==> config.mk <==
export PLATFORM = sky130hd
export DESIGN_NAME = network_peer
export DESIGN_NICKNAME = d
export VERILOG_FILES = /design/src/rtl/network_peer.sv
export SDC_FILE = /design/constraint.sdc
export NUM_CORES = 1
export LEC_CHECK = 0
export ABC_CLOCK_PERIOD_IN_PS = 7900
export CAP_MARGIN = 10
export CORE_AREA = 5 5 159 85
export CTS_BUF_LIST = sky130_fd_sc_hd__clkbuf_4 sky130_fd_sc_hd__clkbuf_8
export CTS_CLUSTER_DIAMETER = 50
export CTS_CLUSTER_SIZE = 24
export DETAILED_ROUTE_END_ITERATION = 8
export DIE_AREA = 0 0 164 90
export HOLD_SLACK_MARGIN = 0.03
export PLACE_DENSITY = 0.95
export SYNTH_ARGS = -nofsm -noshare
export SYNTH_HDL_FRONTEND = slang
export SYNTH_SLANG_ARGS = --single-unit
==> constraint.sdc <==
create_clock -name i_clk -period 7.9 [get_ports i_clk]
set_clock_uncertainty 0.1 [all_clocks]
set_input_delay 0.79 -clock i_clk [delete_from_list [all_inputs] [get_ports i_clk]]
set_output_delay 0.79 -clock i_clk [all_outputs]
set_load 0.01 [all_outputs]
==> src/rtl/network_peer.sv <==
// rtl/network_peer.sv - tagged-word network endpoint: verifies received words and ACKs them,
// sends local words and waits for the far-side ACK with timeout and bounded retry
module network_peer #(
   parameter int data_size   = 32,
   parameter int tag_size    = 8,
   parameter int ack_timeout = 16,
   parameter int max_retry   = 3
) (
   input  logic                          i_clk,
   input  logic                          i_reset,
   input  logic [15:0]                   i_secret_key,
   input  logic                          i_network_data_ready_in,
   input  logic [data_size+tag_size-1:0] i_network_data_tag_in,
   input  logic                          i_network_ACK_in,
   output logic                          o_network_data_ready_out,
   output logic [data_size+tag_size-1:0] o_network_data_tag_out,
   output logic                          o_network_ACK_out,
   input  logic                          i_tx_valid,
   input  logic [data_size-1:0]          i_tx_data,
   output logic                          o_tx_ready,
   output logic                          o_tx_done,
   output logic                          o_tx_fail,
   output logic                          o_rx_valid,
   output logic [data_size-1:0]          o_rx_data,
   output logic                          o_auth_error,
   output logic [15:0]                   o_auth_error_count
);

   localparam int WORD_W  = data_size + tag_size;
   localparam int TIMER_W = (ack_timeout > 1) ? $clog2(ack_timeout) : 1;
   localparam int RETRY_W = (max_retry > 0) ? $clog2(max_retry + 1) : 1;
   localparam logic [TIMER_W-1:0] TIMER_LAST = TIMER_W'(ack_timeout - 1);
   localparam logic [RETRY_W-1:0] RETRY_MAX  = RETRY_W'(max_retry);

   typedef enum logic [2:0] {IDLE, SEND, WAIT_ACK, DONE, FAIL} state_t;

   // Fold every tag-sized slice of the payload and of the key together.
   function automatic logic [tag_size-1:0] f_tag(input logic [data_size-1:0] d,
                                                 input logic [15:0] k);
      logic [tag_size-1:0] t;
      t = '0;
      for (int i = 0; i < data_size / tag_size; i++) t ^= d[i*tag_size +: tag_size];
      for (int i = 0; i < 16 / tag_size; i++) t ^= k[i*tag_size +: tag_size];
      return t;
   endfunction

   logic                 r_in_valid;
   logic [WORD_W-1:0]    r_in_word;
   logic                 w_rx_match;
   logic                 r_ack;
   logic                 r_rx_valid;
   logic [data_size-1:0] r_rx_data;
   logic                 r_auth_error;
   logic [15:0]          r_auth_count;

   always_ff @(posedge i_clk) begin
      if (i_reset) begin
         r_in_valid <= 1'b0;
         r_in_word  <= '0;
      end else begin
         r_in_valid <= i_network_data_ready_in;
         if (i_network_data_ready_in) r_in_word <= i_network_data_tag_in;
      end
   end

   assign w_rx_match = (f_tag(r_in_word[WORD_W-1:tag_size], i_secret_key)
                        == r_in_word[tag_size-1:0]);

   always_ff @(posedge i_clk) begin
      if (i_reset) begin
         r_ack        <= 1'b0;
         r_rx_valid   <= 1'b0;
         r_rx_data    <= '0;
         r_auth_error <= 1'b0;
         r_auth_count <= '0;
      end else begin
         r_ack        <= r_in_valid & w_rx_match;
         r_rx_valid   <= r_in_valid & w_rx_match;
         r_auth_error <= r_in_valid & ~w_rx_match;
         if (r_in_valid & w_rx_match) r_rx_data <= r_in_word[WORD_W-1:tag_size];
         if (r_in_valid & ~w_rx_match & (r_auth_count != 16'hFFFF))
            r_auth_count <= r_auth_count + 16'd1;
      end
   end

   assign o_network_ACK_out  = r_ack;
   assign o_rx_valid         = r_rx_valid;
   assign o_rx_data          = r_rx_data;
   assign o_auth_error       = r_auth_error;
   assign o_auth_error_count = r_auth_count;

   state_t               r_state;
   state_t               w_next_state;
   logic [WORD_W-1:0]    r_tx_word;
   logic [TIMER_W-1:0]   r_timer;
   logic [RETRY_W-1:0]   r_retry;
   logic                 w_timeout;

   assign w_timeout = (r_timer == TIMER_LAST);

   always_ff @(posedge i_clk) begin
      if (i_reset) r_state <= IDLE;
      else         r_state <= w_next_state;
   end

   always_comb begin
      w_next_state             = r_state;
      o_tx_ready               = 1'b0;
      o_network_data_ready_out = 1'b0;
      o_tx_done                = 1'b0;
      o_tx_fail                = 1'b0;
      case (r_state)
         IDLE: begin
            o_tx_ready = 1'b1;
            if (i_tx_valid) w_next_state = SEND;
         end
         SEND: begin
            o_network_data_ready_out = 1'b1;
            w_next_state             = WAIT_ACK;
         end
         WAIT_ACK: begin
            // ACK wins over a timeout landing in the same cycle
            if (i_network_ACK_in)         w_next_state = DONE;
            else if (w_timeout)           w_next_state = (r_retry < RETRY_MAX) ? SEND : FAIL;
         end
         DONE: begin
            o_tx_done    = 1'b1;
            w_next_state = IDLE;
         end
         FAIL: begin
            o_tx_fail    = 1'b1;
            w_next_state = IDLE;
         end
         default: w_next_state = IDLE;
      endcase
   end

   always_ff @(posedge i_clk) begin
      if (i_reset) begin
         r_tx_word <= '0;
         r_timer   <= '0;
         r_retry   <= '0;
      end else begin
         case (r_state)
            IDLE: if (i_tx_valid) begin
               r_tx_word <= {i_tx_data, f_tag(i_tx_data, i_secret_key)};
               r_retry   <= '0;
            end
            SEND: r_timer <= '0;
            WAIT_ACK: if (!i_network_ACK_in) begin
               if (!w_timeout)              r_timer <= r_timer + 1'b1;
               else if (r_retry < RETRY_MAX) r_retry <= r_retry + 1'b1;
            end
            default: ;
         endcase
      end
   end

   assign o_network_data_tag_out = r_tx_word;

endmodule

=== After elaboration in Yosys (flattened, before gate mapping) ===
Index checks and enable logic that the tools add are counted.

* Flip-flop bits (word level): 140
* Word-level logic and storage cells: 65

* $add $sub $neg: 3
* Magnitude comparators: 1
* Equal/unequal tests: 13
* Multiplexer cells: 17
* Bitwise operators: 14
* Reduce and logical (&&, ||, !) cells: 7

{| class="wikitable"
|+ Operator list
! cell !! number
|-
| $xor A8 B8 Y8 || 10
|-
| $add A16 B1 Y16 const B || 1
|-
| $ne A16 B16 Y1 const B || 1
|-
| $mux W3 || 4
|-
| $ne A2 B2 Y1 const B || 5
|-
| $pmux W3 S3 || 1
|-
| $eq A8 B8 Y1 || 1
|-
| $mux W2 || 4
|-
| $mux W4 || 2
|-
| $pmux W4 S2 || 1
|-
| $eq A3 B2 Y1 const B || 2
|-
| $reduce_and A5 Y1 || 1
|-
| $add A4 B1 Y4 const B || 1
|-
| $eq A4 B4 Y1 const B || 1
|-
| $mux W1 || 4
|-
| $pmux W2 S2 || 1
|-
| $reduce_and A2 Y1 || 2
|-
| $reduce_bool A2 Y1 || 2
|-
| $and A1 B1 Y1 || 3
|-
| $eq A3 B1 Y1 const B || 1
|-
| $eq A3 B3 Y1 const B || 1
|-
| $logic_not A3 Y1 || 1
|-
| $ne A3 B3 Y1 const B || 1
|-
| $reduce_and A3 Y1 || 1
|-
| other kinds (3) || 3
|}

=== Longest topological paths before layout ===
Gate-level depths: netlist (run 1).

* Word-level depth: 9
* Mapped depth: 8
* Mapped depth without buffers: 7

=== Worst setup path before layout (run 1) ===
OpenSTA, ideal clock, no wires.

* Kind: input to register
* Start: in i_secret_key[3]
* End: reg r_rx_data[2] (netlist: o_rx_data[2])
* Setup time: 128 ps
* Arrival: 2765 ps
* Required time: 7672 ps
* Setup slack: 4907 ps
* Stages: 7
* Path buffers: 1
* Cell sequence: xnor2_1 > xnor3_1 > or4_4 > nor3_4 > buf_8 > mux2i_1 > nor2_1

* Word-level cells in the longest chain between the ends: 4

{| class="wikitable"
|+ RTL lines
! item !! line !! RTL
|-
| start, declared || 11 || <nowiki>input logic [15:0] i_secret_key,</nowiki>
|-
| $xor A8 B8 Y8 (2 in series) || 43 || <nowiki>for (int i = 0; i < 16 / tag_size; i++) t ^= k[i*tag_size +: tag_size];</nowiki>
|-
| $eq A8 B8 Y1 || 67 || <nowiki>== r_in_word[tag_size-1:0]);</nowiki>
|-
| $and A1 B1 Y1 || 80 || <nowiki>if (r_in_valid & w_rx_match) r_rx_data <= r_in_word[WORD_W-1:tag_size];</nowiki>
|-
| end signal, assigned || 80 ||
|-
| end, declared || 52 || <nowiki>logic [data_size-1:0] r_rx_data;</nowiki>
|}

No other way between the ends.
A chain may end at the register's enable or synchronous reset.

=== Final worst setup path (run 1) ===
* Start: in i_secret_key[3]
* End: reg r_rx_data[24] (netlist: o_rx_data[24])

Same word-level chain as after synthesis.

==> results of run 1 <==
==> metrics by stage <==
stage | util | area, µm²
6_report | 0.690 | 8360
4_1_cts | 0.690 | 8360
3_3_place_gp | 0.656 | 7950
5_1_grt | 0.690 | 8360
2_1_floorplan | - | 6030
3_5_place_dp | 0.656 | 7950
==> synthesized netlist by cell type (all sizes together), types with 7 or more instances <==
library cell  instances
nor2                 94
o21ai                 7
or4                  10
xnor3                16
clkbuf               25
o31ai                 9
nand4                 7
mux2i                75
xnor2                49
buf                  10
nand2                74
dfxtp               140
a21oi                47
a211oi                8
==> logic make-up (layout without fill, tap and decap cells) <==
group | Yosys count | count (layout) | share of synthesized area
xor+xnor | 68 | 68 | 0.136
simple gates | 217 | 217 | 0.160
compound gates | 73 | 73 | 0.0706
mux | 78 | 78 | 0.130
fa+ha+maj | 3 | 3 | 0.00623
flops | 140 | 140 | 0.465
buf+inv | 39 | 226 | 0.0324
==> sequential cells by signal, summed over array words and instances (netlist names) <==
register                count
o_rx_valid                  1
o_network_data_tag_out     40
o_auth_error                1
r_retry                     2
r_in_word                  40
o_auth_error_count         16
r_in_valid                  1
o_rx_data                  32
r_timer                     4
r_state                     3
==> worst max path at each step <==
stage                                from                          to  slack, ps  cells past startpoint
after floorplan           i_secret_key[3]   o_rx_data[2]$_SDFFE_PP0P_       4910                      7
after global placement    i_secret_key[3]   o_rx_data[5]$_SDFFE_PP0P_       4040                      8
after detailed placement  i_secret_key[3]  o_rx_data[24]$_SDFFE_PP0P_       3970                      8
after CTS                 i_secret_key[3]  o_rx_data[24]$_SDFFE_PP0P_       4410                      8
after global routing      i_secret_key[3]   o_rx_data[8]$_SDFFE_PP0P_       4300                      8
final                     i_secret_key[3]  o_rx_data[24]$_SDFFE_PP0P_       4370                      8
==> layout by cell type (no fill, tap or decap), types with 3 or more instances in the layout <==
master,count
dfxtp_1,140
inv_6,3
nor2_1,94
or3_1,4
a21oi_1,47
nor4_1,3
a211oi_1,8
nand3_1,6
nor3_1,3
nand4_1,7
o31ai_1,9
nor2b_1,3
o21ai_1,3
xor2_1,3
mux2_2,3
inv_1,4
buf_4,4
xnor2_1,49
o21ai_0,3
clkinv_2,3
xnor3_1,15
clkbuf_8,20
clkdlybuf4s50_1,185
nand2_1,74
mux2i_1,75
ha_1,3
or4_1,8
clkinv_4,3
==> per-layer routing <==
| layer | part of all wire | vias to the layer above |
|---|---|---|
| met1 | 0.48 | 2398 |
| met5 | 0 | - |
| met2 | 0.43 | 170 |
| met3 | 0.084 | 16 |
| li1 | - | 2447 |
| met4 | 0.0083 | 0 |
==> where the power goes <==
group	total [µW]	internal, µW	switching, µW
clock	592	309	283
combinational	289	161	128
sequential	763	737	25.5
==> critical path, cell delays in order <==
cell	delay (ps)
clkdlybuf4s50_1	440
xnor2_1	330
xnor3_1	490
or4_4	610
nor3_4	170
buf_4	510
mux2i_1	310
nor2_1	60
==> layout make-up <==
type / count / area (µm²) / share of cell area
Tap cell: 170 / 213 / 0.0255
Multi-Input combinational cell: 439 / 3030 / 0.362
Clock inverter: 12 / 135 / 0.0162
Clock buffer: 20 / 275 / 0.0329
Inverter: 4 / 15.0 / 0.00180
Timing Repair Buffer: 190 / 1890 / 0.226
Sequential cell: 140 / 2800 / 0.335
==> flow_metrics.env, run 1 <==
export IMPL_grt_pass1_wl_mm=26.4
export IMPL_rr_worst_depth=7
export IMPL_regToRegSetupSlack_ps=4770
export IMPL_grt_pass1_vias=4859
export IMPL_track_usage=0.229
export IMPL_ys_flop_type="dfxtp_1"
export IMPL_dpl_cell_count=943
export IMPL_leakage_uw=0.00316
export IMPL_antenna_found_initial=0
export IMPL_hp_class="register to register"
export IMPL_finalMaxSlewViolations=0
export IMPL_synth_edf_count=0
export IMPL_worst_skew_pair_late_latency_ps=430
export IMPL_numCtsBuffers=17
export IMPL_arrival_ps=3720
export IMPL_dieArea_um2=14800
export IMPL_drtIter0Drc=258
export IMPL_r2r_end="o_rx_data[24]$_SDFFE_PP0P_"
export IMPL_layout_drive_gt1_share=0.0584
export IMPL_wl_per_cell_um=17.5
export IMPL_cts_max_path_buffers=2
export IMPL_timing_rr_start="r_in_word[16]$_SDFFE_PP0P_"
export IMPL_end_kind="register"
export IMPL_num_vias=5031
export IMPL_chipWidth_um=164
export IMPL_use_met3=0.0786
export IMPL_place_gp_congestion=0.813
export IMPL_hold_buffers=0
export IMPL_p_per_area_nw_per_um2=197
export IMPL_start_util=0.497
export IMPL_total_power_uw=1640
export IMPL_fp_dieH_um=90
export IMPL_rsz0062_at_grt="false"
export IMPL_worstMarginPinSlew_ps=1080
export IMPL_cts_tree="built"
export IMPL_diodes=0
export IMPL_critical_path_class="input pin to register"
export IMPL_async_flop_share=0
export IMPL_maxCapViolations=0
export IMPL_synth_fp_nets=714
export IMPL_yosysTopAreaCellShare=0.465
export IMPL_ys_warn_count=0
export IMPL_synthCells=618
export IMPL_drt_wl_total_mm=17.1
export IMPL_syn_area_um2=6030
export IMPL_hpwl_mm=12.6
export IMPL_cts_sinks=140
export IMPL_post_place_ws_ps=3970
export IMPL_fillCellCount=924
export IMPL_min_to="o_network_data_tag_out[26]$_SDFFE_PP0P_"
export IMPL_fmax_ghz=0.283
export IMPL_drtAntennaViolNets=0
export IMPL_routed_via_density=5.16
export IMPL_drc_errors=0
export IMPL_period_share=0.447
export IMPL_worstHoldStart="o_network_data_tag_out[26]$_SDFFE_PP0P_"
export IMPL_crit_path_start_kind="input pin"
export IMPL_ys_top_cells_by_area="dfxtp_1 (47%), mux2i_1 (12%), xnor2_1 (7.1%)"
export IMPL_finalCriticalPeriod_ps=3530
export IMPL_ys_types=41
export IMPL_ys_seq_area_frac=0.465
export IMPL_finalHoldViolations=0
export IMPL_postSynthAreaPerCell_um2=9.75
export IMPL_stdcell_count=975
export IMPL_grt_max_degree=86
export IMPL_grtUsageMet2=0.332
export IMPL_grt_busiest_layer="met2"
export IMPL_port_buffers=187
export IMPL_ys_seq_elements=140
export IMPL_postCtsSetupBuffers=0
export IMPL_syn_to_final_growth_pct=38.7
export IMPL_io_pins=188
export IMPL_worst_hold_path_num_cells=2
export IMPL_yosysTopAreaCell="dfxtp_1"
export IMPL_ir_drop_mv=0.116
export IMPL_row_count=29
export IMPL_path_max_fanout=32
export IMPL_dr_pass1_iters=4
export IMPL_cts_resized=0
export IMPL_clockRootBuffer="clkbuf_8"
export IMPL_crit_required_ps=8090
export IMPL_max_slew_margin=0.275
export IMPL_cts_htree_levels=4
export IMPL_coreArea_um2=12100
export IMPL_setup_viol_count_final=0
export IMPL_final_net_count=888
export IMPL_overflow=0
export IMPL_timing_setup_tns_ps=0
export IMPL_setup_slack_ps=4370
export IMPL_globalRouteMet1Util=0.328
export IMPL_status="completed"
export IMPL_hold_ws_ps=355
export IMPL_clk_pin_slew_worst_paths_ps=80
No activity file was read; power rests on OpenSTA's default activity.
==> run 2: changes to the inputs <==
==> config.mk (replaced) <==
export PLATFORM = sky130hd
export DESIGN_NAME = network_peer
export DESIGN_NICKNAME = d
export VERILOG_FILES = /design/src/rtl/network_peer.sv
export SDC_FILE = /design/constraint.sdc
export NUM_CORES = 1
export LEC_CHECK = 0
export ABC_CLOCK_PERIOD_IN_PS = 3500
export CAP_MARGIN = 10
export CORE_AREA = 5 5 165 88
export CTS_BUF_LIST = sky130_fd_sc_hd__clkbuf_4 sky130_fd_sc_hd__clkbuf_8
export CTS_CLUSTER_DIAMETER = 50
export CTS_CLUSTER_SIZE = 24
export DETAILED_ROUTE_END_ITERATION = 8
export DIE_AREA = 0 0 170 93
export HOLD_SLACK_MARGIN = 0.03
export PLACE_DENSITY = 0.91
export SYNTH_ARGS = -nofsm -noshare
export SYNTH_HDL_FRONTEND = slang
export SYNTH_SLANG_ARGS = --single-unit
==> constraint.sdc (replaced) <==
create_clock -name i_clk -period 3.5 [get_ports i_clk]
set_clock_uncertainty 0.1 [all_clocks]
set_input_delay 0.35 -clock i_clk [delete_from_list [all_inputs] [get_ports i_clk]]
set_output_delay 0.35 -clock i_clk [all_outputs]
set_load 0.01 [all_outputs]
==> flow_metrics.env, run 2 (synthesized netlist as in run 1, its figures left out) <==
export IMPL_finalCriticalPeriod_ps=2900
export IMPL_dieArea_um2=15800
export IMPL_num_vias=5076
export IMPL_setup_viol_count_final=0
export IMPL_hold_buffers=0
export IMPL_drt_wl_total_mm=17.2
export IMPL_hp_class="register to register"
export IMPL_rsz0062_at_grt="false"
export IMPL_multi_input_area_um2=3030
export IMPL_grt_pass1_wl_mm=26.2
export IMPL_timing_rr_start="r_in_word[16]$_SDFFE_PP0P_"
export IMPL_p_per_area_nw_per_um2=445
export IMPL_final_net_count=893
export IMPL_highest_layer="met4"
export IMPL_grt_max_degree=88
export IMPL_fillCellCount=1041
export IMPL_utilization=0.647
export IMPL_crit_path_start_kind="register"
export IMPL_place_gp_congestion=0.799
export IMPL_coreArea_um2=13000
export IMPL_worst_skew_pair_late_latency_ps=420
export IMPL_regToRegSetupSlack_ps=600
export IMPL_period_share=0.829
export IMPL_slowest_stage="or4_4"
export IMPL_total_power_uw=3750
export IMPL_most_common_layout_cells="clkdlybuf4s50_1 (185), dfxtp_1 (140), nor2_1 (94)"
export IMPL_met1_length_mm=8.12
export IMPL_wl_per_cell_um=17.4
export IMPL_cts_sinks=140
export IMPL_clockRootBuffer="clkbuf_8"
export IMPL_row_count=30
export IMPL_drtIter0Drc=395
export IMPL_r2r_end="o_rx_data[25]$_SDFFE_PP0P_"
export IMPL_cts_htree_levels=4
export IMPL_timing_setup_tns_ps=0
export IMPL_maxCapViolations=0
export IMPL_status="completed"
export IMPL_grt_pass1_vias=4815
export IMPL_hpwl_mm=12.7
export IMPL_critical_path_class="register to register"
export IMPL_register_area_um2=2800
export IMPL_route_met3_wl_mm=1.61
export IMPL_wl_met2_mm=7.34
export IMPL_cts_resized=0
export IMPL_overflow=0
export IMPL_drtAntennaViolNets=0
export IMPL_path_max_fanout=32
export IMPL_numCtsBuffers=17
export IMPL_cts_tree="built"
export IMPL_dr_pass1_iters=5
export IMPL_fmax_ghz=0.345
export IMPL_fp_dieH_um=93
export IMPL_leakage_uw=0.00317
export IMPL_start_util=0.463
export IMPL_cp_slowest_stage_delay_ps=580
export IMPL_final_common_cell="clkdlybuf4s50_1"
export IMPL_drc_errors=0
export IMPL_worstPathCellList="xnor3_2 > xnor3_1 > or4_4 > nor3_4 > buf_12 > mux2i_1 > nor2_1"
export IMPL_syn_to_final_growth_pct=39.8
export IMPL_chipWidth_um=170
export IMPL_io_pins=188
export IMPL_worst_hold_path_num_cells=2
export IMPL_routed_via_density=5.15
export IMPL_track_usage=0.212
export IMPL_max_slew_margin=0.195
export IMPL_end_kind="register"
export IMPL_min_to="o_network_data_tag_out[15]$_SDFFE_PP0P_"
export IMPL_cts_max_path_buffers=2
export IMPL_worstMarginPinSlew_ps=1210
export IMPL_port_buffers=187
export IMPL_antenna_found_initial=0
export IMPL_finalHoldViolations=0
export IMPL_rr_worst_depth=7
export IMPL_crit_required_ps=3700
export IMPL_worstHoldStart="o_network_data_tag_out[15]$_SDFFE_PP0P_"
export IMPL_finalMaxSlewViolations=0
export IMPL_diodes=0
export IMPL_critPathBufInv=1
export IMPL_ir_drop_mv=0.243
export IMPL_arrival_ps=3100
export IMPL_postCtsSetupBuffers=0
export IMPL_clk_pin_slew_worst_paths_ps=80
export IMPL_layout_drive_gt1_share=0.0642
export IMPL_crit_family="simple AND/OR/NAND/NOR gates"
-- run 2: cell types whose count changed in the layout (fill, tap and decap cells not counted), sizes merged --
cell      before  now
buf            5   10
clkinv         6    1
clkinvlp       1    5
bufinv         2    3
-- run 2: layer usage --
layer / global-route usage / vias to the layer above
li1: - / 2467
met1: 0.303 / 2418
met2: 0.303 / 180
met3: 0.0861 / 11
met4: 0.0425 / 0
met5: 0 / -
-- run 2: how the worst max path moves through the flow --
stage	start	end	slack, ps	cells past startpoint
4_1_cts	r_in_word[20]$_SDFFE_PP0P_	o_rx_data[25]$_SDFFE_PP0P_	620	7
5_1_grt	r_in_word[20]$_SDFFE_PP0P_	o_rx_data[31]$_SDFFE_PP0P_	470	7
3_3_place_gp	i_secret_key[6]	o_rx_data[18]$_SDFFE_PP0P_	290	8
6_report	r_in_word[16]$_SDFFE_PP0P_	o_rx_data[25]$_SDFFE_PP0P_	600	7
2_1_floorplan	r_in_word[16]$_SDFFE_PP0P_	o_rx_data[2]$_SDFFE_PP0P_	900	7
3_5_place_dp	i_secret_key[6]	o_rx_data[31]$_SDFFE_PP0P_	280	8
-- run 2: report_power, final --
group          total [µW]  internal (µW)  leakage [µW]  switching, µW
combinational         658            368       0.00183            289
clock                1370            737      0.000197            633
sequential           1720           1660       0.00114           58.0
-- run 2: cell type report --
cell class / instances / area share
Tap cell: 176 / 0.0261
Timing Repair Buffer: 195 / 0.230
Sequential cell: 140 / 0.333
Multi-Input combinational cell: 439 / 0.360
Inverter: 4 / 0.00178
Clock buffer: 20 / 0.0305
Clock inverter: 12 / 0.0193
-- run 2: metrics by stage --
step           setup slack, ps  hold WS [ps]  cell area, µm²  instances
2_1_floorplan              903           326            6030        618
3_3_place_gp               290           341            8000        954
3_5_place_dp               281           347            8000        954
4_1_cts                    619           356            8420        986
5_1_grt                    474           387            8420        986
6_report                   599           356            8420        986
-- run 2: tightest hold or removal path: cells and delay by family, from the launching register on --
family / cells / cell delay (ps)
flops: 1 / 310
simple gates: 1 / 50
compound gates: 1 / 50
==> run 3: changes to the inputs <==
--- a/config.mk
+++ b/config.mk
@@ -5,7 +5,7 @@
 export SDC_FILE = /design/constraint.sdc
 export NUM_CORES = 1
 export LEC_CHECK = 0
-export ABC_CLOCK_PERIOD_IN_PS = 3500
+export ABC_CLOCK_PERIOD_IN_PS = 2800
 export CAP_MARGIN = 10
 export CORE_AREA = 5 5 165 88
 export CTS_BUF_LIST = sky130_fd_sc_hd__clkbuf_4 sky130_fd_sc_hd__clkbuf_8
==> constraint.sdc (replaced) <==
create_clock -name i_clk -period 2.8 [get_ports i_clk]
set_clock_uncertainty 0.1 [all_clocks]
set_input_delay 0.28 -clock i_clk [delete_from_list [all_inputs] [get_ports i_clk]]
set_output_delay 0.28 -clock i_clk [all_outputs]
set_load 0.01 [all_outputs]
==> flow_metrics.env, run 3 (synthesized netlist as in run 1, its figures left out) <==
export IMPL_rr_worst_depth=8
export IMPL_most_common_layout_cells="clkdlybuf4s50_1 (185), dfxtp_1 (136), nor2_1 (94)"
export IMPL_drtAntennaViolNets=0
export IMPL_antenna_found_initial=1
export IMPL_row_count=30
export IMPL_worst_skew_pair_late_latency_ps=440
export IMPL_grt_pass1_wl_mm=26.2
export IMPL_finalCriticalPeriod_ps=2680
export IMPL_setup_slack_ps=117
export IMPL_io_pins=188
export IMPL_syn_to_final_growth_pct=42.4
export IMPL_max_slew_margin=0.541
export IMPL_critical_path_class="register to register"
export IMPL_port_buffers=187
export IMPL_grt_max_degree=63
export IMPL_rsz0062_at_grt="false"
export IMPL_cts_max_path_buffers=2
export IMPL_chipWidth_um=170
export IMPL_dr_pass1_iters=5
export IMPL_worstHoldStart="i_reset"
export IMPL_timing_setup_tns_ps=0
export IMPL_layout_drive_gt1_share=0.0873
export IMPL_arrival_ps=2910
export IMPL_worst_hold_path_num_cells=2
export IMPL_cts_tree="built"
export IMPL_fp_dieH_um=93
export IMPL_wl_per_cell_um=17.1
export IMPL_track_usage=0.214
export IMPL_maxCapViolations=0
export IMPL_cts_sinks=140
export IMPL_crit_path_start_kind="register"
export IMPL_coreArea_um2=13000
export IMPL_diodes=0
export IMPL_path_max_fanout=16
export IMPL_status="completed"
export IMPL_drtIter0Drc=415
export IMPL_routed_via_density=5.05
export IMPL_clk_pin_slew_worst_paths_ps=90
export IMPL_p_per_area_nw_per_um2=538
export IMPL_start_util=0.463
export IMPL_cts_htree_levels=4
export IMPL_fin_area_um2=8580
export IMPL_hp_class="input pin to register"
export IMPL_r2r_end="o_rx_data[24]$_SDFFE_PP0P_"
export IMPL_total_power_uw=4610
export IMPL_regToRegSetupSlack_ps=120
export IMPL_hold_buffers=0
export IMPL_final_net_count=908
export IMPL_place_area_um2=8140
export IMPL_finalHoldViolations=0
export IMPL_place_gp_congestion=0.812
export IMPL_drt_wl_total_mm=17.1
export IMPL_fmax_ghz=0.373
export IMPL_setup_viol_count_final=0
export IMPL_ir_drop_mv=0.328
export IMPL_hpwl_mm=12.8
export IMPL_grt_pass1_vias=4981
export IMPL_num_vias=5053
export IMPL_fillCellCount=1036
export IMPL_overflow=0
export IMPL_timing_rr_start="r_in_word[14]$_SDFFE_PP0P_"
export IMPL_end_kind="register"
export IMPL_dieArea_um2=15800
export IMPL_drc_errors=0
export IMPL_worstMarginPinSlew_ps=688
export IMPL_numCtsBuffers=17
export IMPL_finalMaxSlewViolations=0
export IMPL_post_place_ws_ps=-314
export IMPL_leakage_uw=0.00326
export IMPL_min_to="o_auth_error_count[1]$_SDFFE_PP0P_"
export IMPL_period_share=0.958
export IMPL_crit_required_ps=3020
export IMPL_final_common_cell="clkdlybuf4s50_1"
export IMPL_clockRootBuffer="clkbuf_8"
## run 3: changes by cell type in the layout (fill, tap and decap cells not counted), moves of 3 or more
cell,before,now
buf_4,8,18
dfxtp_2,0,4
buf_12,1,5
dfxtp_1,140,136
clkbuf_8,17,20
## run 3: power breakdown
group	internal [µW]	switching, µW	total, µW
Sequential	2080	70.0	2150
Clock	793	822	1620
Combinational	489	360	848
Total	3360	1250	4610
## run 3: worst max-delay path, stage by stage, from the launching register on
cell     delay [ps]
dfxtp_1         430
xnor3_1         470
xnor3_1         200
or4_4           590
nor3_4          150
buf_4           140
buf_12          170
mux2i_1         240
nor2_1           60
## run 3: timing repair
action                     CTS  global route
setup endpoints to repair   19            33
resized for setup            1             5
buffers inserted             2             0
pin swaps                    1             3
cloned                       1             0
## run 3: worst max path at each step
stage,from,endpoint,slack [ps],cells after the start
2_1_floorplan,r_in_word[16]$_SDFFE_PP0P_,o_rx_data[2]$_SDFFE_PP0P_,200,7
3_3_place_gp,i_secret_key[6],o_rx_data[11]$_SDFFE_PP0P_,-240,8
3_5_place_dp,i_secret_key[6],o_rx_data[24]$_SDFFE_PP0P_,-310,8
4_1_cts,r_in_word[16]$_SDFFE_PP0P_,o_rx_data[24]$_SDFFE_PP0P_,30,8
5_1_grt,r_in_word[36]$_SDFFE_PP0P_,o_rx_data[9]$_SDFFE_PP0P_,30,8
6_report,r_in_word[14]$_SDFFE_PP0P_,o_rx_data[24]$_SDFFE_PP0P_,120,8
## run 3: metrics by stage
| stage | std cells | hold slack, ps | utilization |
|---|---|---|---|
| finish | 1001 | 203 | 0.659 |
| global route | 1001 | 220 | 0.659 |
| CTS | 1001 | 186 | 0.659 |
| detailed placement | 966 | 348 | 0.625 |
| global placement | 966 | 341 | 0.625 |
| floorplan | 618 | 256 | - |
## run 3: cell type report
cell class | instances | area, µm² | area share
clock buffers | 21 | 283 | 0.0329
clock inverters | 11 | 108 | 0.0125
inverters | 4 | 15.0 | 0.00175
multi-input cells | 439 | 3030 | 0.353
flip-flops and latches | 140 | 2810 | 0.327
well taps | 176 | 220 | 0.0257
repair buffers | 210 | 2120 | 0.247
## run 3: layer usage
layer | GRT usage | up-vias | wire (µm)
li1 | - | 2501 | -
met1 | 0.301 | 2370 | 8220
met2 | 0.304 | 169 | 6980
met3 | 0.0883 | 11 | 1820
met4 | 0.0565 | 2 | 81
met5 | 0 | - | 13
